### config.mk
export PLATFORM = sky130hd
export DESIGN_NAME = spi_ram_node
export DESIGN_NICKNAME = d
export VERILOG_FILES = /design/src/rtl/spi_ram_node.sv
export SDC_FILE = /design/constraint.sdc
export NUM_CORES = 2
export LEC_CHECK = 0
export BUFFER_PORTS_ARGS = -buffer_cell sky130_fd_sc_hd__buf_2
export CORE_UTILIZATION = 30
export CTS_CLUSTER_DIAMETER = 150
export DETAILED_ROUTE_END_ITERATION = 8
export PLACE_DENSITY = 0.41
export SKIP_CTS_REPAIR_TIMING = 1
export SLEW_MARGIN = 10
export SYNTH_ARGS = -nofsm -noshare
export SYNTH_HDL_FRONTEND = slang
export SYNTH_SLANG_ARGS = --single-unit
### constraint.sdc
create_clock -name clk -period 7.82 [get_ports clk]
set_input_delay 1.173 -clock clk [delete_from_list [all_inputs] [get_ports clk]]
set_output_delay 1.173 -clock clk [all_outputs]
set_load 0.05 [all_outputs]
### src/rtl/spi_ram_node.sv
// SPI-slave memory node: serial frame receiver, command decoder and single-port RAM.
// Frames are cmd[1:0] followed by a DATA_WIDTH payload, MSB first, sampled on clk.
module spi_ram_node #(
    parameter int DATA_WIDTH = 8,
    parameter int ADDR_WIDTH = 8,
    parameter int AUTO_INC   = 1
) (
    input  logic clk,
    input  logic rst_n,
    input  logic SS_n,
    input  logic MOSI,
    output logic MISO,
    output logic busy,
    output logic frame_done
);
    localparam int W     = DATA_WIDTH;
    localparam int FW    = W + 2;
    localparam int CW    = $clog2(FW) + 1;
    localparam int DEPTH = 1 << ADDR_WIDTH;

    typedef enum logic [2:0] {IDLE, RX, EXEC, LOAD, TX} state_t;

    state_t                state_q;
    logic [CW-1:0]         bit_cnt_q;
    logic [FW-1:0]         frame_q;
    logic [W-1:0]          shift_q;
    logic [W-1:0]          rdata_q;
    logic [ADDR_WIDTH-1:0] wr_ptr_q;
    logic [ADDR_WIDTH-1:0] rd_ptr_q;
    logic                  miso_q;
    logic                  done_q;

    logic [W-1:0] mem [DEPTH];

    logic [1:0]   cmd;
    logic [W-1:0] payload;
    logic         exec_ok;
    logic         mem_we;
    logic         mem_re;

    assign cmd     = frame_q[FW-1:W];
    assign payload = frame_q[W-1:0];
    // An EXEC edge only takes effect if select is still asserted and not in reset.
    assign exec_ok = (state_q == EXEC) && !SS_n && rst_n;
    assign mem_we  = exec_ok && (cmd == 2'b01);
    assign mem_re  = exec_ok && (cmd == 2'b11);

    always_ff @(posedge clk) begin
        if (mem_we) begin
            mem[wr_ptr_q] <= payload;
        end
        if (mem_re) begin
            rdata_q <= mem[rd_ptr_q];
        end
    end

    always_ff @(posedge clk) begin
        if (!rst_n) begin
            state_q   <= IDLE;
            bit_cnt_q <= '0;
            wr_ptr_q  <= '0;
            rd_ptr_q  <= '0;
            miso_q    <= 1'b0;
            done_q    <= 1'b0;
        end else begin
            done_q <= 1'b0;
            if (SS_n) begin
                state_q   <= IDLE;
                bit_cnt_q <= '0;
                miso_q    <= 1'b0;
            end else begin
                case (state_q)
                    IDLE: begin
                        frame_q   <= {frame_q[FW-2:0], MOSI};
                        bit_cnt_q <= CW'(1);
                        state_q   <= RX;
                    end
                    RX: begin
                        frame_q <= {frame_q[FW-2:0], MOSI};
                        if (bit_cnt_q == CW'(FW - 1)) begin
                            bit_cnt_q <= '0;
                            state_q   <= EXEC;
                        end else begin
                            bit_cnt_q <= bit_cnt_q + CW'(1);
                        end
                    end
                    EXEC: begin
                        done_q  <= 1'b1;
                        state_q <= IDLE;
                        case (cmd)
                            2'b00: wr_ptr_q <= payload[ADDR_WIDTH-1:0];
                            2'b01: if (AUTO_INC != 0) wr_ptr_q <= wr_ptr_q + ADDR_WIDTH'(1);
                            2'b10: rd_ptr_q <= payload[ADDR_WIDTH-1:0];
                            default: begin
                                if (AUTO_INC != 0) rd_ptr_q <= rd_ptr_q + ADDR_WIDTH'(1);
                                state_q <= LOAD;
                            end
                        endcase
                    end
                    LOAD: begin
                        shift_q   <= rdata_q;
                        miso_q    <= rdata_q[W-1];
                        bit_cnt_q <= '0;
                        state_q   <= TX;
                    end
                    TX: begin
                        // W-1 shifts after LOAD, then one more edge to return MISO low.
                        if (bit_cnt_q == CW'(W - 1)) begin
                            miso_q    <= 1'b0;
                            bit_cnt_q <= '0;
                            state_q   <= IDLE;
                        end else begin
                            shift_q   <= {shift_q[W-2:0], 1'b0};
                            miso_q    <= shift_q[W-2];
                            bit_cnt_q <= bit_cnt_q + CW'(1);
                        end
                    end
                    default: state_q <= IDLE;
                endcase
            end
        end
    end

    assign MISO       = miso_q;
    assign busy       = (state_q != IDLE);
    assign frame_done = done_q;

endmodule

# Word-level counts from Yosys, hierarchy flattened
# Memories as Yosys holds them, arrays and structs flattened. A register that Yosys moved wholly into a read port is not among the register bits.
# Cells that the tools add are included.
# op_classes
add_sub_neg	3
mul	0
div	0
order_cmp	0
eq_ne	12
n_shift	0
n_mux	16
n_bitwise	3
n_reduce_logical	20
# op_table
cell	n
8-bit one-hot mux with 2 select lines	2
5-bit one-hot mux with 4 select lines	1
8-bit by 1-bit adder with 8-bit output, second input constant	2
3-bit one-hot mux with 5 select lines	1
7-bit one-hot mux with 2 select lines	1
5-bit 2-to-1 mux	2
3-bit AND reduction	3
7-bit 2-to-1 mux	1
3-bit by 2-bit == test with 1-bit output, second input constant	2
3-bit 2-to-1 mux	2
2-bit inequality test, second input constant	3
2-bit OR reduction	3
5-bit by 1-bit adder with 5-bit output, second input constant	1
5-bit by 3-bit == test with 1-bit output, second input constant	1
5-bit by 4-bit == test with 1-bit output, second input constant	1
2-bit == test, second input constant	2
1-bit logical AND	4
1-bit 2-to-1 mux	4
4-bit AND reduction	1
2-bit nonzero test	2
4-bit nonzero test	1
3-bit by 1-bit == test with 1-bit output, second input constant	1
3-bit == test, second input constant	1
3-bit zero test	1
9 further kinds	11
# word_totals
ff_bits	43
latchBits	0
mem_bits_rw	2048
mem_bits_ro	0
input_bits	4
out_inout_bits	3
wordCells	63
mem_count	1
# memory_table
name	words	word_bits	rd	rd_clocked_by_memory_dff	write_ports	line_no	rtl
mem	256	8	1	1	1	33	logic [W-1:0] mem [DEPTH];

# Longest topological paths before layout
# depth
word_depth	6
depth_mapped	13
ltp_nobuf	9

# Worst setup path before layout
# OpenSTA, ideal clock, no wires.
# synth_path
path_type	register to register
start	register frame_q[6]
end	register frame_q[7], data pin
setup_ps	826
arrival_time_ps	3270
t_required_ps	6994
path_slack_ps	3723
path_stages_with_launch	1
path_buffers	0
synth_period_minus_slack_ps	4097
path_cell_list	edfxtp_1
# synth_rtl
element	line_no	rtl
start: declaration	25	logic [FW-1:0] frame_q;
start signal: assignment	74	frame_q <= {frame_q[FW-2:0], MOSI};
start signal: assignment	79	frame_q <= {frame_q[FW-2:0], MOSI};
# No word-level cell between the ends.

==> run_results.csv <==
group,metric,value,unit
flow_run,drv_cap,0,
synthesis,synth-edff-count,2073,
synthesis,postSynth.asyncResetShare,0,%
synthesis,ys_types,73,
setup_path,critPathMaxStageDelay,0.72,ns
setup_path,path_max_fanout,78,
setup_path,cpMaxStageDelayCell,"dfxtp_4",
clock_network,cts_tree,"built",
global_routing,grtUsageTotal,18.51,%
timing,tightestPinTransition,1.230,ns
global_routing,grt_overflow,0,
global_routing,grt_max_degree,137,
hold_path,worstHoldPathType,"primary input to register",
clock_network,cts_num_sinks,2099,
timing,whs,0.4916,ns
finish,layout.nets,4077,
floorplanning,die_height,526.3,um
global_routing,antenna_found_initial,12,
finish,fin_area,0.09378,mm^2
placement,hpwlAfterDp,154.3,mm
timing,fmax,216.0,MHz
drt,totalWireLength,258.0,mm
floorplanning,start_util,30.16,%
floorplanning,die_x,526.3,um
drt,drt_first_pass_iters,5,
floorplanning,fp.coreArea,0.2734,mm^2
clock_network,cts-root-buf,"clkbuf_16",
finish,final_common_cell,"edfxtp_1",
finish,layout.cells.non_filler,7844,
drt,drt.antenna.violating_nets,0,
drt,drt_iter0_markers,3902,
setup_path,critical-path-top-delay-family,"buffers and inverters",
finish,nFillCells,25480,
setup_path,critPathArrivalTime,5.23,ns
synthesis,ys_ff_latch,2099,
finish,final_cell_mix,"2073 x edfxtp_1, 469 x mux4_2, 297 x nor2_1",
setup_path,crit_start,"rd_ptr_q[0]$_SDFFE_PN0P_",
finish,area_growth,13.72,%
synthesis,netlist_instances,3948,
setup_path,reg2reg_from,"rd_ptr_q[0]$_SDFFE_PN0P_",
synthesis,ys_seq_area_share,76.12,%
power_and_ir_drop,pwr_density_cell,245.8,mW/mm^2
finish,drive_gt1_share,22.68,%
timing,finalSetupViolCount,0,
synthesis,syn_nets,3959,
floorplanning,num_rows,192,
timing,final_hold_viol_count,0,
timing,final.setup_skew,0.05988,ns
hold_path,hold_start,"MOSI",
drt,drcViolationCount,0,
setup_path,crit_buf_inv,4,
setup_path,start_kind,"register",
setup_path,cp-end-kind,"register",
setup_path,crit_required,8.42,ns
clock_network,path_clk_slew,0.06,ns
outcome,status,"finished clean",
placement,port_buffers,6,
synthesis,ys_warn_count,0,
clock_network,clock_path_buffers,3,
synthesis,synth_area,0.08246,mm^2
timing,tns,0,ns
clock_network,cts_max_level,4,
drt,drt-vias-per-instance,5.169,
placement,gp_congestion,0.7920,
clock_network,cts_buffers,227,
setup_path,crit_type,"register to register",
global_routing,grt_pass1_vias,41630,
power_and_ir_drop,p_leak,27.58,nW
timing,slew_headroom,17.34,%
drt,vias,40550,
finish,fin_util,34.30,%
timing,fin_crit,4.629,ns
synthesis,syn_area_per_cell,20.89,um^2
global_routing,grt_pass1_wl,358.7,mm
timing,finalCritPeriodShare,59.19,%
placement,dpl_cell_area,0.08659,mm^2
power_and_ir_drop,ir_drop,0.0002218,V
timing,slew_violations,0,
synthesis,synthFlopType,"edfxtp_1",
floorplanning,dieArea,0.2770,mm^2
timing,rsz0062_at_grt,"no",
floorplanning,ioPinCount,7,
setup_path,cpMostUsedCell,"buf_12",
clock_network,worstSkewPairLatency,0.88,ns
drt,avgRoutedWirePerCell,32.89,um
setup_path,crit_path_cell_trace,"buf_12, buf_12, mux4_2, inv_1, o21ai_1, o21ai_0, a21boi_0, a2111oi_2, buf_2, o22ai_1",
placement,dp.cells,7426,
## layout make-up
| cell class | instances | area, um^2 | share of cell area (%) |
|---|---|---|---|
| multi-input cells | 1598 | 18130 | 19.33 |
| inverters | 15 | 63.81 | 0.06804 |
| clock buffers | 290 | 5998 | 6.396 |
| clock inverters | 127 | 1190 | 1.269 |
| flip-flops and latches | 2099 | 62790 | 66.96 |
| repair buffers | 125 | 1114 | 1.187 |
| diodes | 1 | 2.502 | 0.002668 |
| well taps | 3589 | 4491 | 4.788 |
## worst register-to-register path: stages (launching register included)
cell and delay [ns]:
dfxtp_4 0.72, buf_12 0.57, buf_12 0.64, mux4_2 0.72, inv_1 0.15, o21ai_1 0.08
o21ai_0 0.43, a21boi_0 0.31, a2111oi_2 0.37, buf_2 0.25, o22ai_1 0.10
## sequential cells by signal, indices dropped and copies added, names as in the netlist
name / flops
MISO: 1
state_q: 3
frame_done: 1
mem: 2048
frame_q: 10
rd_ptr_q: 8
bit_cnt_q: 5
shift_q: 7
wr_ptr_q: 8
rdata_q: 8
## synth_stat cells (8+ instances only)
library cell  instances  area (um^2)
edfxtp_1           2073        62250
mux4_2              469        10560
nor2_1              302         1134
mux2i_1             194         1942
nand2_1             107        401.6
clkbuf_1             73        274.0
a21oi_1              69        345.3
buf_2                68        340.3
o21ai_0              54        270.3
a221oi_1             35        306.5
nand3_1              35        175.2
a22oi_1              30        225.2
buf_6                28        315.3
nor3_1               28        140.1
buf_4                26        195.2
dfxtp_1              26        520.5
o22ai_1              24        150.1
nor2b_1              21        131.4
a31oi_1              18        112.6
and2_1               17        106.4
buf_8                17        255.2
mux4_1               17        446.7
a211oi_1             16        120.1
inv_1                13        48.80
mux2_2               12        135.1
o221ai_1             11        96.34
nand4_1              10        62.56
a221o_1               9        90.09
o221a_2               9        101.4
buf_1                 8        30.03
## cells by family (layout without fill, tap and decap cells)
| logic type | Yosys count | in the layout | share of synthesized area, % |
|---|---|---|---|
| AOI/OAI and AO/OA | 349 | 349 | 2.982 |
| xor gates and xnor gates | 2 | 2 | 0.02125 |
| adders and majority gates | 7 | 7 | 0.1062 |
| buffers and inverters | 251 | 557 | 2.060 |
| DFF | 2099 | 2099 | 76.12 |
| muxes | 692 | 692 | 15.87 |
| other | 0 | 1 | 0 |
| and+or+nand+nor | 548 | 548 | 2.842 |
## layer usage
metal	global-route usage [%]	vias to the layer above	wire length, um
met1	26.59	22280	117500
met4	4.624	0	6324
met3	2.902	341	13600
li1	-	16710	-
met5	0	-	0
met2	29.22	1215	120500
## metrics by stage
step / worst slack (ns) / power [mW]
global route: 2.904 / 23.70
global placement: 1.789 / 12.85
finish: 3.191 / 23.05
CTS: 3.080 / 23.30
floorplan: 3.723 / 12.72
detailed placement: 2.880 / 12.85
## worst paths after layout
path	cells past startpoint	slack [ns]	end
worst min-delay path	1	0.49	frame_q[0]$_DFFE_PP_
worst max-delay path	10	3.19	rdata_q[0]$_DFFE_PP_
worst max register to register	10	3.19	rdata_q[0]$_DFFE_PP_
worst min register to register	1	0.56	shift_q[4]$_DFFE_PP_
## report_power, final
| part | switching, mW | internal [mW] |
|---|---|---|
| Combinational | 0.230 | 0.0529 |
| Sequential | 0.00915 | 12.3 |
| Clock | 4.56 | 5.88 |
| Total | 4.80 | 18.2 |
No activity file was read; power rests on OpenSTA's default activity.
